===== src/rtl/uart_arb_pkg.sv =====
// Shared types and default constants for the UART transmit arbiter.
// Holds the FSM state encoding and a small modulo-increment helper.
package uart_arb_pkg;

    typedef enum logic [1:0] {
        IDLE      = 2'd0,
        START     = 2'd1,
        WAIT_BUSY = 2'd2,
        WAIT_DONE = 2'd3
    } arb_state_t;

    localparam int ARB_N_REQ       = 4;
    localparam int ARB_DATA_W      = 8;
    localparam int ARB_TIMEOUT_CYC = 16;

    // Next index after idx, wrapping at n (n need not be a power of two).
    function automatic int unsigned wrap_inc(input int unsigned idx, input int unsigned n);
        if (idx + 32'd1 >= n) begin
            return 32'd0;
        end else begin
            return idx + 32'd1;
        end
    endfunction

endpackage


===== src/rtl/uart_tx_arbiter_rr_pick.sv =====
// Combinational round-robin picker: first set request scanning from ptr
// upward with wrap-around. Kept generic so other bus arbiters can reuse it.
import uart_arb_pkg::*;

module rr_pick #(
    parameter int N_REQ = ARB_N_REQ,
    parameter int IW    = $clog2(ARB_N_REQ)
) (
    input  logic [N_REQ-1:0] req,
    input  logic [IW-1:0]    ptr,
    output logic             valid,
    output logic [IW-1:0]    winner
);

    logic [IW-1:0] idx_s;

    // Scan N_REQ positions starting at ptr; the first asserted request wins.
    always_comb begin
        valid  = 1'b0;
        winner = '0;
        idx_s  = '0;
        for (int k = 0; k < N_REQ; k++) begin
            idx_s = IW'((32'(ptr) + 32'(k)) % 32'(N_REQ));
            if (!valid && req[idx_s]) begin
                valid  = 1'b1;
                winner = idx_s;
            end else begin
                valid  = valid;
            end
        end
    end

endmodule


===== src/rtl/uart_tx_arbiter.sv =====
// Round-robin arbiter sharing one UART transmitter between N_REQ byte
// sources. Captures one byte per grant, strobes tx_start for one cycle and
// follows tx_busy through its rise and fall before serving the next source.
// Optional feature: define ARB_TIMEOUT_EN to abandon a start that the
// transmitter never acknowledges within TIMEOUT_CYC cycles.
import uart_arb_pkg::*;

module uart_tx_arbiter #(
    parameter int N_REQ       = ARB_N_REQ,
    parameter int DATA_W      = ARB_DATA_W,
    parameter int TIMEOUT_CYC = ARB_TIMEOUT_CYC
) (
    input  logic                      clk,
    input  logic                      rst,
    input  logic [N_REQ-1:0]          req,
    input  logic [N_REQ*DATA_W-1:0]   req_data,
    output logic [N_REQ-1:0]          gnt,
    output logic [DATA_W-1:0]         tx_data,
    output logic                      tx_start,
    input  logic                      tx_busy,
    output logic [$clog2(N_REQ)-1:0]  owner,
    output logic                      err_timeout
);

    localparam int IW = $clog2(N_REQ);

    arb_state_t          state_r, state_nxt_s;
    logic [IW-1:0]       ptr_r, ptr_nxt_s;
    logic [IW-1:0]       owner_r, owner_nxt_s;
    logic [N_REQ-1:0]    gnt_r, gnt_nxt_s;
    logic                tx_start_r, tx_start_nxt_s;
    logic [DATA_W-1:0]   tx_data_r, tx_data_nxt_s;
    logic                valid_s;
    logic [IW-1:0]       winner_s;
    logic                timeout_s;
    logic [IW-1:0]       ptr_after_s;

    rr_pick #(
        .N_REQ (N_REQ),
        .IW    (IW)
    ) u_pick (
        .req    (req),
        .ptr    (ptr_r),
        .valid  (valid_s),
        .winner (winner_s)
    );

    assign ptr_after_s = IW'(wrap_inc(32'(owner_r), 32'(N_REQ)));

`ifdef ARB_TIMEOUT_EN
    localparam int CW = $clog2(TIMEOUT_CYC + 1);
    logic [CW-1:0] tmo_cnt_r;
    logic          err_r;

    assign timeout_s   = (tmo_cnt_r == CW'(TIMEOUT_CYC - 1));
    assign err_timeout = err_r;

    // Count cycles spent in WAIT_BUSY (zero elsewhere) and flag an unacknowledged start.
    always_ff @(posedge clk or posedge rst) begin
        if (rst) begin
            tmo_cnt_r <= '0;
            err_r     <= 1'b0;
        end else begin
            tmo_cnt_r <= (state_r == WAIT_BUSY) ? tmo_cnt_r + CW'(1) : '0;
            err_r     <= (state_r == WAIT_BUSY) && !tx_busy && timeout_s;
        end
    end
`else
    assign timeout_s   = 1'b0;
    assign err_timeout = 1'b0;
`endif

    // Next-state, capture and pointer decisions; strobes default low every cycle.
    always_comb begin
        state_nxt_s    = state_r;
        ptr_nxt_s      = ptr_r;
        owner_nxt_s    = owner_r;
        gnt_nxt_s      = '0;
        tx_start_nxt_s = 1'b0;
        tx_data_nxt_s  = tx_data_r;
        case (state_r)
            IDLE: begin
                if (valid_s && !tx_busy) begin
                    gnt_nxt_s[winner_s] = 1'b1;
                    tx_start_nxt_s      = 1'b1;
                    tx_data_nxt_s       = req_data[32'(winner_s)*DATA_W +: DATA_W];
                    owner_nxt_s         = winner_s;
                    state_nxt_s         = START;
                end else begin
                    state_nxt_s = IDLE;
                end
            end
            START: begin
                state_nxt_s = WAIT_BUSY;
            end
            WAIT_BUSY: begin
                if (tx_busy) begin
                    state_nxt_s = WAIT_DONE;
                end else if (timeout_s) begin
                    // Skip past a stuck transmitter so others are not starved.
                    ptr_nxt_s   = ptr_after_s;
                    state_nxt_s = IDLE;
                end else begin
                    state_nxt_s = WAIT_BUSY;
                end
            end
            WAIT_DONE: begin
                if (!tx_busy) begin
                    ptr_nxt_s   = ptr_after_s;
                    state_nxt_s = IDLE;
                end else begin
                    state_nxt_s = WAIT_DONE;
                end
            end
            default: begin
                state_nxt_s = IDLE;
            end
        endcase
    end

    // State, pointer and registered outputs; reset drops any captured byte.
    always_ff @(posedge clk or posedge rst) begin
        if (rst) begin
            state_r    <= IDLE;
            ptr_r      <= '0;
            owner_r    <= '0;
            gnt_r      <= '0;
            tx_start_r <= 1'b0;
            tx_data_r  <= '0;
        end else begin
            state_r    <= state_nxt_s;
            ptr_r      <= ptr_nxt_s;
            owner_r    <= owner_nxt_s;
            gnt_r      <= gnt_nxt_s;
            tx_start_r <= tx_start_nxt_s;
            tx_data_r  <= tx_data_nxt_s;
        end
    end

    assign gnt      = gnt_r;
    assign tx_start = tx_start_r;
    assign tx_data  = tx_data_r;
    assign owner    = owner_r;

endmodule


===== config.mk =====
export PLATFORM = sky130hd
export DESIGN_NAME = uart_tx_arbiter
export DESIGN_NICKNAME = d
export VERILOG_FILES = /design/src/rtl/uart_arb_pkg.sv /design/src/rtl/uart_tx_arbiter_rr_pick.sv /design/src/rtl/uart_tx_arbiter.sv
export SDC_FILE = /design/constraint.sdc
export NUM_CORES = 1
export LEC_CHECK = 0
export CORE_MARGIN = 2
export CORE_UTILIZATION = 25
export CTS_BUF_LIST = sky130_fd_sc_hd__clkbuf_4 sky130_fd_sc_hd__clkbuf_8
export DETAILED_ROUTE_END_ITERATION = 10
export SYNTH_ARGS = -nofsm -noshare
export SYNTH_HDL_FRONTEND = slang
export SYNTH_HIERARCHICAL = 1
export SYNTH_SLANG_ARGS = --single-unit

===== constraint.sdc =====
create_clock -name clk -period 6.4 [get_ports clk]
set_clock_uncertainty 0.1 [all_clocks]
set_input_delay 1.28 -clock clk [delete_from_list [all_inputs] [get_ports clk]]
set_output_delay 1.28 -clock clk [all_outputs]
set_load 0.03 [all_outputs]

# == After elaboration in Yosys (flattened, before gate mapping) ==
# Cells that the tools add are included.
# op_classes
addsub,4
magnitude_cmp,7
n_eq_ne,3
n_shift,1
muxes,27
n_bitwise,1
n_reduce_logical,12
# ops
operator,n
$shiftx A32 B6 Y8,1
$lt A2 B3 Y1 const B,5
$mux W1,13
$mux W2,6
$bmux W1 S2,4
$mux W4,2
$pmux W2 S4,1
$logic_and A1 B1 Y1,5
$add A2 B2 Y2 const B,2
$eq A2 B2 Y1 const B,2
$logic_not A1 Y1,4
$reduce_and A2 Y1,2
$add A2 B1 Y3 const B,1
$ge A3 B3 Y1 const B,1
$add A2 B1 Y2 const B,1
$demux W1 S2,1
$eq A2 B1 Y1 const B,1
$ge A2 B1 Y1 const B,1
$logic_not A2 Y1,1
$not A1 Y1,1
# word_totals
regBits,19
inputBits,39
out_inout_bits,16
elab_cells,61

# == Longest topological paths before layout ==
# depth
ltp_word,18
depth_mapped,7
mapped_depth_nobuf,5

# == Hierarchy ==
# Netlist, hierarchy kept.
# by_module_without_submodules
module,instances,cells_each,area_per_inst_um2,seq_area_each_um2
uart_tx_arbiter,1,59,965.9,475.5
rr_pick,1,15,77.6,0.0

# == Worst setup path after synthesis ==
# OpenSTA, ideal clock, no wires.
# synth_timing
kind,input -> register
startpoint,input req[1]
endpoint,"register tx_data_r[0], in the netlist tx_data[0]"
setup_time_ps,125
arrival_ps,3076
t_required_ps,6175
setup_slack_ps,3099
cell_stages,6
path_buffers,1
path_cell_list,inv_1 > a221o_1 > a21oi_1 > buf_2 > mux4_2 > mux2_4
# synth_between
word_cells_on_any_way,25
cone_classes,1 x shift; 16 x mux; 8 x reduce/logical
# synth_lines
item,line_no,source
start: declaration,uart_tx_arbiter.sv:15,"input logic [N_REQ-1:0] req,"
$bmux W1 S2,uart_tx_arbiter_rr_pick.sv:24,if (!valid && req[idx_s]) begin
$mux W1 (not written as such),uart_tx_arbiter_rr_pick.sv:24,
$mux W1,uart_tx_arbiter_rr_pick.sv:24,
$logic_not A1 Y1,uart_tx_arbiter_rr_pick.sv:24,
$logic_and A1 B1 Y1,uart_tx_arbiter_rr_pick.sv:24,
$mux W1,uart_tx_arbiter_rr_pick.sv:24,
$logic_not A1 Y1,uart_tx_arbiter_rr_pick.sv:24,
$logic_and A1 B1 Y1,uart_tx_arbiter_rr_pick.sv:24,
$mux W1,uart_tx_arbiter_rr_pick.sv:24,
$logic_not A1 Y1,uart_tx_arbiter_rr_pick.sv:24,
$logic_and A1 B1 Y1,uart_tx_arbiter_rr_pick.sv:24,
$mux W2 (*),uart_tx_arbiter_rr_pick.sv:24,
net winner_s[0],uart_tx_arbiter.sv:34,logic [IW-1:0] winner_s;
$shiftx A32 B6 Y8 (*),uart_tx_arbiter.sv:86,tx_data_nxt_s = req_data[32'(winner_s)*DATA_W +: DATA_W];
end signal: assignment,uart_tx_arbiter.sv:136,tx_data_r <= tx_data_nxt_s;
end: declaration,uart_tx_arbiter.sv:32,"logic [DATA_W-1:0] tx_data_r, tx_data_nxt_s;"
# The timed path passes the listed nets; every way through them passes the cells marked *. The select of a mux whose other input is x is not followed.
# A chain may end at the register's enable or synchronous reset.

# == Final worst setup path ==
# layout_timing
startpoint,input req[1]
endpoint,"register tx_data_r[3], in the netlist tx_data[3]"
# The elaborated chain is that of the path after synthesis.

==> results.py <==
metrics = {
    "pwr": {
        "peakVddDrop_mv": 0.274,
        "p_comb_frac": 0.550,
        "switchingPower_uw": 234,
        "power_uw": 641,
        "p_per_area_mw_per_mm2": 389,
        "switching_share": 0.365,
        "leakage_nw": 0.689,
        "pwr-share-clk": 0.135,
        "p_int_uw": 407,
        "seqPwrFrac": 0.314,
    },
    "final_layout": {
        "layout.filler_cells": 369,
        "num_antenna_cells": 0,
        "design_area_sq_mm": 0.00165,
        "syn2layout_area_growth_pct": 58.0,
        "drive_gt1_frac": 0.236,
        "layoutNonFillerInstCount": 177,
        "fin_nets": 168,
    },
    "flow_run": {
        "max_cap_viol_count": 0,
    },
    "logic_synthesis": {
        "async_reset_ff_frac": 1.00,
        "synth_edf_count": 0,
        "syn_nets": 114,
        "syn_area_per_cell_sq_um": 14.1,
        "ys_ff_latch": 19,
        "yosysWarnings": 6,
        "synth_cell_types": 27,
        "syn_area_sq_mm": 0.00104,
        "ys.flop_type": "dfrtp_1",
        "synthCells": 74,
        "seq_area_frac_synth": 0.456,
    },
    "cts": {
        "post_cts_buffers": 0,
        "clock_sink_count": 19,
        "cts_made_buffers": 3,
        "postCtsHoldBufs": 0,
        "clk_latency_ps": 250,
        "cts_tree": "built",
        "htree_levels": 1,
        "clock_path_buffers": 2,
        "cts-resized-gates": 0,
        "cts_root_buffer": "clkbuf_8",
        "cts.clk_slew.worst_paths_ps": 70,
    },
    "sta": {
        "setup_tns_ps": 0,
        "maxSlewHeadroom": 0.413,
        "period_minus_slack_ps": 3730,
        "tightest_slew_ps": 880,
        "min_period_over_period": 0.582,
        "setup_violations": 0,
        "drv_slew": 0,
        "rsz0062_at_grt": "no",
        "fmax_ghz": 0.268,
        "hold_viol_final": 0,
        "setup_ws_ps": 2670,
    },
    "status": {
        "status": "finished clean",
    },
    "place": {
        "place_ws_ps": 2360,
        "hpwl_mm": 1.96,
        "place_congestion": 0.640,
        "place_area_sq_mm": 0.00160,
        "dp.cells": 173,
        "io_buffers": 53,
    },
    "critical_path": {
        "slowest_delay_ps": 680,
        "crit_fanout": 13,
        "crit_chain": "clkdlybuf4s50_1 > inv_1 > a221o_1 > a21oi_2 > mux4_2 > mux2_2",
        "cp-start-kind": "input pin",
        "cp_slowest_cell": "a21oi_2",
        "crit_type": "in -> reg",
        "critPathCaptureType": "flop",
        "crit_required_ps": 6440,
        "worst-r2r-cell-count": 5,
        "cp.arrival_ps": 3770,
    },
    "floorplan": {
        "num_io_pins": 55,
        "fp.dieW_um": 68.6,
        "initial_core_util": 0.261,
        "rows": 23,
        "dieArea_sq_mm": 0.00471,
        "fp.dieH_um": 68.6,
        "core-area_sq_mm": 0.00400,
    },
    "drt": {
        "drtPass1Iterations": 3,
        "drt_wl_total_mm": 2.49,
        "wl_per_cell_um": 14.1,
        "drc_errors": 0,
        "post_drt_via_cell_ratio": 4.47,
        "vias": 791,
        "drtIter0Drc": 27,
        "antenna_left": 0,
    },
    "grt": {
        "grt_max_degree": 20,
        "grt_overflow": 0,
        "grt_pass1_wl_mm": 4.00,
        "grt_antenna_before_repair": 0,
        "grt_pass1_vias": 845,
        "grt_use_total": 0.117,
    },
    "hold_path": {
        "hold_depth": 1,
        "holdCritPathClass": "reg -> reg",
    },
}
==> synth_stat cells, types with 2 or more instances <==
master	count	area (sq um)
dfrtp_1	19	475
inv_1	5	18.8
mux2_2	4	45.0
nand2_1	2	7.51
mux2_4	8	120
nor2_1	4	15.0
a21oi_1	4	20.0
mux4_2	8	180
nor3b_1	2	15.0
==> power groups by stage <==
stage	sequential, mW	clock, mW	combinational, mW
2_1_floorplan	0.267	0	0.171
3_3_place_gp	0.203	0	0.347
3_5_place_dp	0.204	0	0.355
4_1_cts	0.202	0.0907	0.356
5_1_grt	0.206	0.0972	0.377
6_report	0.201	0.0867	0.353
==> per-stage QoR <==
step / utilization / hold slack [ps]
after detailed placement: 0.400 / 398
after global placement: 0.400 / 400
after CTS: 0.412 / 422
after floorplan: - / 380
after global routing: 0.412 / 433
final: 0.412 / 419
==> final cells by class <==
cell class,count,area [sq um],area share
timing repair buffer,54,538,0.326
inverter,7,31.3,0.0190
clock buffer,4,48.8,0.0296
sequential,19,475,0.288
multi-input combinational,43,493,0.299
tap,50,62.6,0.0379
==> worst paths after layout <==
| path | startpoint | to | slack (ps) |
|---|---|---|---|
| hold reg to reg | tx_data[0] | tx_data[0] | 420 |
| min in group asynchronous | rst | tx_data[7] | 1360 |
| max in group asynchronous | rst | gnt[0] | 4370 |
| setup reg to reg | ptr_r[0] | tx_data[3] | 3840 |
| hold / removal | tx_data[0] | tx_data[0] | 420 |
| setup / recovery | req[1] | tx_data[3] | 2670 |
==> per-layer routing <==
layer | share of wire | vias to the layer above | global-route usage
li1 | - | 372 | -
met1 | 0.40 | 387 | 0.135
met2 | 0.52 | 29 | 0.207
met3 | 0.073 | 3 | 0.0422
met4 | 0.0048 | 0 | 0.0225
met5 | 0 | - | 0
==> worst max-delay path: cells and delay by family <==
family / cells / cell delay, ps
buf+inv: 2 / 570
mux: 2 / 870
compound gates: 2 / 1050
==> flip-flops by register name, summed over array words and instances, names as in the netlist <==
| name | count |
|---|---|
| tx_start | 1 |
| state_r | 2 |
| tx_data | 8 |
| ptr_r | 2 |
| gnt | 4 |
| owner | 2 |
==> layout by cell type (no fill, tap or decap) <==
cell type	count
a21oi_1	3
a21oi_2	1
a221o_1	1
and3_1	1
and3b_2	1
buf_4	1
clkbuf_4	1
clkbuf_8	3
clkdlybuf4s50_1	53
clkinv_4	1
conb_1	1
dfrtp_1	19
ha_1	1
inv_1	5
inv_2	1
mux2_2	4
mux2_4	8
mux4_2	8
nand2_1	2
nand2b_1	1
nand3_1	1
nor2_1	4
nor3_1	1
nor3b_1	2
o21ai_0	1
o221ai_1	1
or4b_4	1
==> cell families (layout without fill, tap and decap cells) <==
kind of cell / after synthesis / count (layout) / share of synthesized area
mux: 20 / 20 / 0.331
compound gates: 7 / 7 / 0.0420
fa+ha+maj: 1 / 1 / 0.0120
buf+inv: 12 / 65 / 0.0755
other cells: 1 / 1 / 0.00359
simple gates: 14 / 14 / 0.0803
flops: 19 / 19 / 0.456
(Power assumes the default switching activity.)
